$ cat config.mk
export PLATFORM = sky130hd
export DESIGN_NAME = fifo_umbral
export DESIGN_NICKNAME = d
export VERILOG_FILES = /design/src/rtl/fifo_pkg.sv /design/src/rtl/mem_dual_port.sv /design/src/rtl/fifo_umbral.sv
export SDC_FILE = /design/constraint.sdc
export NUM_CORES = 1
export LEC_CHECK = 0
export ABC_AREA = 1
export BUFFER_PORTS_ARGS = -buffer_cell sky130_fd_sc_hd__buf_4
export CORE_ASPECT_RATIO = 0.8
export CORE_MARGIN = 1.5
export CORE_UTILIZATION = 54
export DETAILED_ROUTE_END_ITERATION = 8
export PLACE_DENSITY = 0.69
export SYNTH_ARGS = -nofsm -noshare
export SYNTH_HDL_FRONTEND = slang
export SYNTH_SLANG_ARGS = --single-unit
export TNS_END_PERCENT = 30
$ cat constraint.sdc
create_clock -name clk -period 5.59 [get_ports clk]
set_input_delay 1.118 -clock clk [delete_from_list [all_inputs] [get_ports clk]]
set_output_delay 1.118 -clock clk [all_outputs]
set_load 0.01 [all_outputs]
$ cat src/rtl/fifo_pkg.sv
// Shared definitions for the transmit FIFO bank: default widths, depth
// derivation, bank size and the request encoding used by the count update.
package fifo_pkg;

  localparam int DATA_W_DEF = 10;
  localparam int ADDR_W_DEF = 3;
  localparam int U_W_DEF    = 4;
  localparam int DEPTH_DEF  = 1 << ADDR_W_DEF;

  // Width of the FIFO_empties / FIFO_errors vectors gathered by the control FSM.
  localparam int N_FIFOS = 5;

  typedef enum logic [1:0] {
    REQ_NONE = 2'b00,
    REQ_RD   = 2'b01,
    REQ_WR   = 2'b10,
    REQ_BOTH = 2'b11
  } req_e;

  function automatic int depth_of(input int addr_w);
    return 1 << addr_w;
  endfunction

endpackage

$ cat src/rtl/mem_dual_port.sv
// DEPTH x DATA_W storage with one synchronous write port and one registered,
// enable-gated read port. No reset: contents and read register are data only.
module mem_dual_port
  import fifo_pkg::*;
#(
  parameter int DATA_W = DATA_W_DEF,
  parameter int ADDR_W = ADDR_W_DEF
) (
  input  logic              clk,
  input  logic              we_i,
  input  logic [ADDR_W-1:0] waddr_i,
  input  logic [DATA_W-1:0] wdata_i,
  input  logic              re_i,
  input  logic [ADDR_W-1:0] raddr_i,
  output logic [DATA_W-1:0] rdata_o
);

  localparam int DEPTH = depth_of(ADDR_W);

  logic [DATA_W-1:0] mem_q [DEPTH];
  logic [DATA_W-1:0] rdata_q;

  always_ff @(posedge clk) begin
    if (we_i) mem_q[waddr_i] <= wdata_i;
  end

  // Read-before-write: a simultaneous write to raddr returns the old word.
  always_ff @(posedge clk) begin
    if (re_i) rdata_q <= mem_q[raddr_i];
  end

  assign rdata_o = rdata_q;

endmodule

$ cat src/rtl/fifo_umbral.sv
// Single-clock FIFO with programmable almost-full/almost-empty thresholds and
// a sticky overflow/underflow error flag. Flags are registered from count_d.
module fifo_umbral
  import fifo_pkg::*;
#(
  parameter int DATA_W = DATA_W_DEF,
  parameter int ADDR_W = ADDR_W_DEF,
  parameter int U_W    = U_W_DEF
) (
  input  logic              clk,
  input  logic              reset,
  input  logic              push,
  input  logic [DATA_W-1:0] data_in,
  input  logic              pop,
  input  logic [U_W-1:0]    umbral_alto,
  input  logic [U_W-1:0]    umbral_bajo,
  output logic [DATA_W-1:0] data_out,
  output logic              valid_out,
  output logic              empty,
  output logic              full,
  output logic              almost_full,
  output logic              almost_empty,
  output logic              error
);

  localparam int DEPTH = depth_of(ADDR_W);
  localparam logic [ADDR_W:0]   CNT_DEPTH = (ADDR_W+1)'(DEPTH);
  localparam logic [ADDR_W:0]   CNT_ONE   = (ADDR_W+1)'(1);
  localparam logic [ADDR_W-1:0] PTR_ONE   = ADDR_W'(1);

  logic [ADDR_W-1:0] wr_ptr_q, wr_ptr_d;
  logic [ADDR_W-1:0] rd_ptr_q, rd_ptr_d;
  logic [ADDR_W:0]   count_q, count_d;
  logic              valid_q, error_q, error_d;
  logic              empty_q, full_q, afull_q, aempty_q;
  logic              dout_zero_q;
  logic              rd_ok, wr_ok, overflow, underflow;
  logic              mem_we, mem_re;
  logic [DATA_W-1:0] mem_rdata;
  req_e              req;

  assign rd_ok     = pop && (count_q != '0);
  assign wr_ok     = push && ((count_q != CNT_DEPTH) || rd_ok);
  assign overflow  = push && (count_q == CNT_DEPTH) && !rd_ok;
  assign underflow = pop && (count_q == '0);
  assign req       = req_e'({wr_ok, rd_ok});

  // Requests presented during the reset cycle must not touch storage.
  assign mem_we = wr_ok && reset;
  assign mem_re = rd_ok && reset;

  always_comb begin
    count_d  = count_q;
    wr_ptr_d = wr_ptr_q;
    rd_ptr_d = rd_ptr_q;
    error_d  = error_q || overflow || underflow;
    unique case (req)
      REQ_WR:   count_d = count_q + CNT_ONE;
      REQ_RD:   count_d = count_q - CNT_ONE;
      default:  count_d = count_q;
    endcase
    if (wr_ok) wr_ptr_d = wr_ptr_q + PTR_ONE;
    if (rd_ok) rd_ptr_d = rd_ptr_q + PTR_ONE;
  end

  always_ff @(posedge clk) begin
    if (!reset) begin
      wr_ptr_q    <= '0;
      rd_ptr_q    <= '0;
      count_q     <= '0;
      valid_q     <= 1'b0;
      error_q     <= 1'b0;
      empty_q     <= 1'b1;
      full_q      <= 1'b0;
      afull_q     <= 1'b0;
      aempty_q    <= 1'b1;
      dout_zero_q <= 1'b1;
    end else begin
      wr_ptr_q <= wr_ptr_d;
      rd_ptr_q <= rd_ptr_d;
      count_q  <= count_d;
      valid_q  <= rd_ok;
      error_q  <= error_d;
      empty_q  <= (count_d == '0);
      full_q   <= (count_d == CNT_DEPTH);
      afull_q  <= (U_W'(count_d) >= umbral_alto);
      aempty_q <= (U_W'(count_d) <= umbral_bajo);
      if (rd_ok) dout_zero_q <= 1'b0;
    end
  end

  mem_dual_port #(
    .DATA_W (DATA_W),
    .ADDR_W (ADDR_W)
  ) u_mem (
    .clk     (clk),
    .we_i    (mem_we),
    .waddr_i (wr_ptr_q),
    .wdata_i (data_in),
    .re_i    (mem_re),
    .raddr_i (rd_ptr_q),
    .rdata_o (mem_rdata)
  );

  // The read register has no reset, so data_out reads as zero until the first pop.
  assign data_out     = dout_zero_q ? '0 : mem_rdata;
  assign valid_out    = valid_q;
  assign empty        = empty_q;
  assign full         = full_q;
  assign almost_full  = afull_q;
  assign almost_empty = aempty_q;
  assign error        = error_q;

endmodule

---- Word-level counts from Yosys, hierarchy flattened ----
Memories as Yosys holds them, arrays and structs flattened. A register that Yosys moved wholly into a read port is not among the register bits.
Index checks and enable logic that the tools add are counted.
word-level totals
  logic and storage cells ................. 40
  memories kept ........................... 1
  RAM bits ................................ 80
  output and inout bits ................... 16
  flip-flop bits (word level) ............. 17
operators by class
  multiplexer cells ....................... 4
  reductions and logical operators ........ 14
  order comparisons ....................... 2
  eq/ne operators ......................... 5
  add/sub/neg operators ................... 4
memory list
  memory       depth  width  rd ports  clocked after Yosys merged registers in  write ports  RTL line             text
  u_mem.mem_q  8      10     1         1                                        1            mem_dual_port.sv:20  logic [DATA_W-1:0] mem_q [DEPTH];
operator list
  cell                 count
  $mux 10              1
  $eq 4x4->1 const B   2
  $logic_not 4->1      2
  $pmux 4 s2           1
  $logic_and 1x1->1    7
  $add 3x1->3 const B  2
  $add 4x1->4 const B  1
  $ge 4x4->1           1
  $le 4x4->1           1
  $ne 4x4->1 const B   1
  $reduce_bool 4->1    1
  $sub 4x1->4 const B  1
  $logic_or 1x1->1     3
  $eq 2x1->1 const B   1
  $eq 2x2->1 const B   1
  $mux 1               2
  $logic_not 1->1      1

---- Longest topological paths before layout ----
Gate-level depths: netlist of run 1.
  depth in word-level cells ............... 7
  mapped depth ............................ 18
  mapped depth without buffers ............ 18

---- Modules after synthesis ----
A second synthesis of run 1 with hierarchy kept.
second synthesis, totals
  cells, all modules ...................... 540
  area total of the unflattened synthesis .. 5018.6 um^2
by module, submodules not included
  module         area an instance (um^2)  times used  cells each
  mem_dual_port  3913.8                   1           374
  fifo_umbral    1104.8                   1           166

---- Worst setup path before layout of run 1 ----
Ideal clock, no wire load.
  path kind ............................... input port to flip-flop
  start ................................... in push
  end ..................................... reg aempty_q (netlist: almost_empty)
  data required time ...................... 5470 ps
  library setup time ...................... 120 ps
  data arrival time ....................... 2525 ps
  path slack .............................. 2945 ps
  stages .................................. 17
  path buffers ............................ 0
  path through ............................ inv_1 nand3_4 nand2_1 nand2_1 inv_1 ha_1 inv_1 nand2_1 nor2_1 nor2_2 nand2_2 nand2_4 inv_1 ha_1 o211ai_1 nand2_1 nand3_1
on the way
  cells in the longest elaborated chain, start to end .. 4
  elaborated cells between the ends (all ways) .. 5
ends and longest elaborated chain
  what                                             RTL line           text
  start, declared                                  fifo_umbral.sv:12  input logic push,
  $logic_and 1x1->1 *                              fifo_umbral.sv:43  assign wr_ok = push && ((count_q != CNT_DEPTH) || rd_ok);
  $eq 2x1->1 / $eq 2x2->1 (equally long branches)  fifo_umbral.sv:57  unique case (req)
  $pmux 4 s2 *                                     fifo_umbral.sv:57
  $le 4x4->1 *                                     fifo_umbral.sv:87  aempty_q <= (U_W'(count_d) <= umbral_bajo);
  end signal, assigned                             fifo_umbral.sv:87
  end, declared                                    fifo_umbral.sv:35  logic empty_q, full_q, afull_q, aempty_q;
Every way passes the cells marked *; elsewhere a longest branch is shown, timed or not.
A chain may end at the register's enable or synchronous reset.

---- Worst setup path in the final report of run 1 ----
Same ends and word-level chain as after synthesis.

==> out/metrics.csv, run 1 <==
metric;value;unit
tns;0;ps
clk_pin_slew_worst_paths;90;ps
start_kind;input port;
status;finished clean;
syn-num-nets;447;
power.leakage;0.002005;uW
path_buf_inv;5;
core-area;8055;sq um
grt_max_degree;43;
grt_pass1_vias;2852;
cp.required;5830;ps
fin_crit;2656;ps
die_w;105.9;microns
skew;12.36;ps
cts_max_path_buffers;2;
arrival;2900;ps
die_h;85.32;microns
cts.hold.buffers_added;0;
setup_viol;0;
p_comb_share;36.3;%
area_growth;12.72;%
grt_use_total;21.14;%
post_cts_buffers;0;
swShare;36.40;%
fin_area;5156;sq um
ys_types;33;
critPathMaxStageDelay;280;ps
critPathKind;in2reg;
worstSetupEndpointType;flip-flop;
power_switching;838.3;uW
reg2reg_depth;18;
place.gp.congestion;0.9066;
rsz0062_at_grt;no;
ys_seq_area_share;66.52;%
nNetsFinal;485;
hp-class;reg2reg;
cts-root-buf;clkbuf_8;
via_per_inst;5.277;
grt_antenna_before_repair;0;
critPathMaxFanout;5;
most-common-layout-cells;nor2_1 (98), edfxtp_1 (90), o21ai_0 (44), buf_4 (44), inv_1 (40);
pin_count;38;
drv_cap;0;
ff2ff_setup_slack;3330;ps
synth.cell_area;4574;sq um
crit_start;push;
hpwl;5.783;mm
dpl-instance-area;4965;sq um
cts_tree;yes;
synth_seq_cells;107;
layout_commonest_cell;nor2_1;
htree_levels;3;
avgRoutedWirePerCell;15.74;microns
die-area;9035;sq um
clockPowerShare;20.2;%
grt_first_pass_wirelength;14.09;mm
path_depth;18;
cts_buffers;9;
portBuffers;37;
hold_viol;0;
crit_end;almost_empty;
reg2reg_to;almost_empty;
diodes;0;
synthCells;416;
drt_wl_total;8.927;mm
powerDensity;446.6;nW/um^2
initial_core_util;56.79;%
drive_gt1_share;18.08;%
ant_nets;0;
slew_headroom;29.02;%
crit_chain;buf_4 > inv_1 > nand3_4 > nand2_1 > nand2_1 > inv_1 > ha_1 > inv_1 > nand2_1 > nor2_1 > nor2_2 > nand2_2 > nand2_4 > inv_1 > ha_1 > o211ai_1 > nand2_1 > nand3_1;
finalMaxSlewViolations;0;
fmax;0.3765;GHz
clk-insertion-delay-late;370;ps
drt_iter0_markers;156;
vias;2992;
worstMarginPinSlew;1061;ps
num_rows;29;
peakVddDrop;203.5;uV
yosysWarnings;0;
p_int;1464;uW
drt-pass1-iter-count;5;
synth.avg_cell_area;11.00;sq um
ctsResizeCount;0;
seqPwrFrac;43.5;%
drc;0;
crit_slowest_cell;ha_1;
numClockSinks;107;
n_fill_cell;626;
timing.final.crit_share;47.51;%
path_delay_family;simple AND/OR/NAND/NOR gates;
r2r-start;count_q[1];
grt-ovfl-total;0;
==> routing by layer <==
layer  up-vias  track usage [%]  routed length (microns)  share of wire [%]
met1      1404            28.40                     4132                 46
met2        85            33.35                     4075                 46
met3         6            6.452                      646                7.2
met4         0            6.757                       73               0.82
li1       1497                -                        -                  -
met5         -                0                        0                  0
==> cell usage after synthesis <==
master	count	area share, %
nand3_1	6	0.66
o21a_1	1	0.16
buf_6	1	0.25
inv_2	3	0.25
inv_4	1	0.14
nor3_2	1	0.22
nor3_1	5	0.55
dfxtp_1	17	7.4
a21oi_1	8	0.88
o22ai_1	10	1.4
nor2_4	2	0.49
xor2_1	1	0.19
nand2_4	5	1.2
ha_1	9	2.5
inv_1	40	3.3
buf_4	1	0.16
nand3_4	1	0.38
nand2_1	27	2.2
o21ai_2	1	0.19
edfxtp_1	90	59
nand4_2	1	0.27
o21ai_1	3	0.33
o211ai_1	1	0.16
nor2_2	3	0.41
or2_4	1	0.19
o21ai_0	44	4.8
a31oi_1	10	1.4
nand4_1	3	0.41
nor2_1	98	8.0
nand3_2	2	0.44
xnor2_1	1	0.19
nand2_2	4	0.55
clkbuf_1	15	1.2
==> layout make-up <==
type / instances / area [sq um] / area share (%)
clock buffers: 11 / 131.4 / 2.548
clock inverters: 5 / 60.06 / 1.165
inverters: 44 / 167.7 / 3.252
multi-input cells: 248 / 1289 / 24.99
flip-flops and latches: 107 / 3043 / 59.01
well taps: 108 / 135.1 / 2.621
repair buffers: 44 / 330.3 / 6.406
==> power groups by stage <==
stage | registers, uW | clock network (uW) | logic [uW]
after floorplan | 1020 | 0 | 593
after global placement | 1020 | 0 | 814
after detailed placement | 1020 | 0 | 833
after CTS | 1000 | 473 | 836
after global routing | 1010 | 496 | 941
final | 1000 | 465 | 835
==> flip-flops by register name, indices dropped and copies added (netlist names) <==
| signal | flops |
|---|---|
| u_mem.rdata_o | 10 |
| full | 1 |
| u_mem.mem_q | 80 |
| count_q | 4 |
| almost_full | 1 |
| wr_ptr_q | 3 |
| almost_empty | 1 |
| error | 1 |
| dout_zero_q | 1 |
| rd_ptr_q | 3 |
| valid_out | 1 |
| empty | 1 |
==> worst min path at each step <==
stage | start | end | slack [ps] | cells past startpoint
3_5_place_dp | error | error | 510 | 2
2_1_floorplan | dout_zero_q | dout_zero_q | 420 | 2
3_3_place_gp | wr_ptr_q[1] | wr_ptr_q[1] | 520 | 2
4_1_cts | error | error | 530 | 2
6_report | error | error | 530 | 2
5_1_grt | error | error | 560 | 2
==> cell families after synthesis <==
| kind of cell | share of synthesized area [%] |
|---|---|
| adder cells (fa/ha/maj) | 2.462 |
| AO/OA/AOI/OAI | 9.272 |
| buffers and inverters | 5.306 |
| flip-flops | 66.52 |
| AND/OR/NAND/NOR | 16.06 |
| XOR/XNOR | 0.3830 |
==> through the flow <==
| step | hold WS (ps) | total power [uW] | setup slack, ps | instances | util [%] |
|---|---|---|---|---|---|
| floorplan | 416.9 | 1610 | 2945 | 416 | - |
| global placement | 521.4 | 1834 | 2679 | 551 | 61.63 |
| detailed placement | 509.5 | 1854 | 2562 | 551 | 61.63 |
| CTS | 532.6 | 2311 | 2962 | 567 | 64.01 |
| global route | 561.3 | 2448 | 2728 | 567 | 64.01 |
| finish | 531.1 | 2303 | 2934 | 567 | 64.01 |
==> worst reg2reg max path, stage by stage, from the launching register on <==
cell and delay (ps):
dfxtp_1 470, nor2_4 80, nand2_4 100, nand3_4 120
nand2_1 110, nand2_1 50, inv_1 70, ha_1 140
inv_1 40, nand2_1 80, nor2_1 70, nor2_2 90
nand2_2 80, nand2_4 80, inv_1 50, ha_1 280
o211ai_1 90, nand2_1 70, nand3_1 80
Power figures use the tool's default switching activity.
==> inputs of run 2 (changes only) <==
- clock period: 5.59 -> 2.53 ns (I/O delays scaled with it)
==> run 2 against run 1 <==
Largest cell class unchanged. Sequential share of layout area down 0.68 points. Final cell count up 1.2%. Combinational power up 120%. Critical path depth unchanged. Design area up 1.2%. Largest power group unchanged. Clock power up 110%. Critical endpoint unchanged. Hold slack worse by 160 ps. Routed wire length up 0.34%. Count of clock-buffer cells in the layout unchanged.
==> out/metrics.csv, run 2 (synthesis gave the netlist of run 1 again) <==
metric;value;unit;change
rsz0062_at_grt;no;;unchanged
layout_commonest_cell;nor2_1;;unchanged
htree_levels;3;;unchanged
nNetsFinal;492;;was 485
cp.required;2790;ps;was 5830 ps
setup_viol;0;;unchanged
path_delay_family;simple AND/OR/NAND/NOR gates;;unchanged
powerDensity;970.5;nW/um^2;was 446.6 nW/um^2
drt_iter0_markers;195;;was 156
drc;0;;unchanged
cts.hold.buffers_added;0;;unchanged
fin_crit;2244;ps;
path_buf_inv;3;;was 5
grt_pass1_vias;2846;;was 2852
cts-root-buf;clkbuf_8;;unchanged
core-area;8055;sq um;unchanged
crit_chain;nor2_2 > nand2_4 > nand3_4 > nand2_1 > nand2_1 > inv_1 > ha_1 > inv_1 > nand2_1 > nor2_1 > nor2_2 > nand2_2 > nand2_4 > inv_1 > ha_1 > o211ai_1 > nand2_1 > nand3_1;;was buf_4 > inv_1 > nand3_4 > nand2_1 > nand2_1 > inv_1 > ha_1 > inv_1 > nand2_1 > nor2_1 > nor2_2 > nand2_2 > nand2_4 > inv_1 > ha_1 > o211ai_1 > nand2_1 > nand3_1
tns;0;ps;unchanged
grt_max_degree;42;;was 43
clk-insertion-delay-late;360;ps;was 370 ps
arrival;2500;ps;was 2900 ps
diodes;0;;unchanged
place.gp.congestion;0.8644;;was 0.9066
drt_wl_total;8.957;mm;was 8.927 mm
via_per_inst;5.218;;was 5.277
drt-pass1-iter-count;5;;unchanged
grt_first_pass_wirelength;14.37;mm;was 14.09 mm
numClockSinks;107;;unchanged
die_w;105.9;microns;unchanged
drive_gt1_share;19.53;%;was 18.08%
portBuffers;37;;unchanged
instances_no_fill;574;;was 567
vias;2995;;was 2992
hold_viol;0;;unchanged
ctsResizeCount;0;;unchanged
most-common-layout-cells;nor2_1 (98), edfxtp_1 (90), buf_4 (50), o21ai_0 (44), inv_1 (40);;was nor2_1 (98), edfxtp_1 (90), o21ai_0 (44), buf_4 (44), inv_1 (40)
power;5062;uW;was 2303 uW
setup_ws;285.6;ps;was 2934 ps
grt_antenna_before_repair;0;;unchanged
dpl-instance-area;5030;sq um;was 4965 sq um
finalMaxSlewViolations;0;;unchanged
power_switching;1858;uW;was 838.3 uW
num_rows;29;;unchanged
area_growth;14.03;%;was 12.72%
swShare;36.71;%;was 36.40%
top_register;u_mem.mem_q;;unchanged
skew;9.012;ps;was 12.36 ps
p_int;3204;uW;was 1464 uW
critPathKind;reg2reg;;was in2reg
avgRoutedWirePerCell;15.60;microns;was 15.74 microns
grt_use_total;21.30;%;was 21.14%
largest_reg_flops;80;;unchanged
die_h;85.32;microns;unchanged
fmax;0.4456;GHz;
cp_common_cell;nand2_1;;
grt-ovfl-total;0;;unchanged
critPathMaxFanout;5;;unchanged
fin_area;5216;sq um;was 5156 sq um
cts_tree;yes;;unchanged
die-area;9035;sq um;unchanged
power.leakage;0.002046;uW;was 0.002005 uW
regArea;3043;sq um;unchanged
worstMarginPinSlew;717.1;ps;was 1061 ps
cts_max_path_buffers;2;;unchanged
pin_count;38;;unchanged
seqPwrFrac;43.9;%;was 43.5%
ant_nets;0;;unchanged
p_comb_share;37.0;%;was 36.3%
worstSetupEndpointType;flip-flop;;unchanged
drv_cap;0;;unchanged
timing.final.crit_share;88.71;%;
initial_core_util;56.79;%;unchanged
dp.cells;558;;was 551
post_cts_buffers;0;;unchanged
hpwl;6.027;mm;was 5.783 mm
cts_buffers;9;;unchanged
peakVddDrop;426.4;uV;was 203.5 uV
crit_slowest_cell;dfxtp_1;;was ha_1
clk_pin_slew_worst_paths;100;ps;was 90 ps
slew_headroom;52.14;%;was 29.02%
critPathMaxStageDelay;510;ps;was 280 ps
start_kind;flip-flop;;was input port
pre_cts_ws;174.2;ps;was 2562 ps
multi_input_area;1289;sq um;unchanged
n_fill_cell;663;;was 626
status;finished clean;;unchanged
hp-class;in2reg;;was reg2reg
clockPowerShare;19.1;%;was 20.2%
## run 2: cell types whose count changed in the layout (fill, tap and decap cells not counted)
cell / before / now
clkinv_2: 1 / 0
inv_8: 0 / 1
clkbuf_1: 2 / 1
buf_4: 44 / 50
clkinv_4: 0 / 1
buf_12: 0 / 1
clkbuf_8: 9 / 10
bufinv_16: 1 / 0
## run 2: final cells by class
type | count | share of cell area, %
multi-input combinational | 248 | 24.71
timing repair buffer | 51 | 7.580
inverter | 44 | 3.214
tap | 108 | 2.591
clock buffer | 11 | 2.710
clock inverter | 5 | 0.8635
sequential | 107 | 58.34
## run 2: path summary, 6_finish.rpt
path / startpoint / to / slack, ps / cells past startpoint
max: count_q[3] / almost_empty / 290 / 18
min: data_in[4] / u_mem.mem_q[7][4] / 380 / 1
max reg2reg: count_q[3] / almost_empty / 290 / 18
min reg2reg: error / error / 500 / 2
## run 2: metal layers
metal	GRT usage [%]	wire (microns)	part of all wire (%)
met5	0	0	0
met1	29.63	3988	45
met3	5.607	726	8.1
met4	6.143	85	0.95
met2	33.47	4156	46
## run 2: metrics by stage
stage	hold slack, ps	util [%]
finish	375.8	64.76
global route	359.0	64.76
CTS	355.5	64.76
detailed placement	476.7	62.44
global placement	464.4	62.44
floorplan	416.9	-
## run 2: worst register-to-register path, delay by kind of cell, from the launching register on
kind                       cells  cell delay, ps
buffers and inverters          3             160
adders and majority gates      2             420
and+or+nand+nor               12             970
DFF                            1             510
AOI/OAI and AO/OA              1              90
## run 2: power by group through the flow
stage | Combinational, uW | Sequential (uW) | Clock, uW
6_report | 1870 | 2220 | 966
5_1_grt | 2120 | 2240 | 1060
4_1_cts | 1880 | 2220 | 996
3_5_place_dp | 1870 | 2260 | 0
3_3_place_gp | 1820 | 2260 | 0
2_1_floorplan | 1310 | 2250 | 0
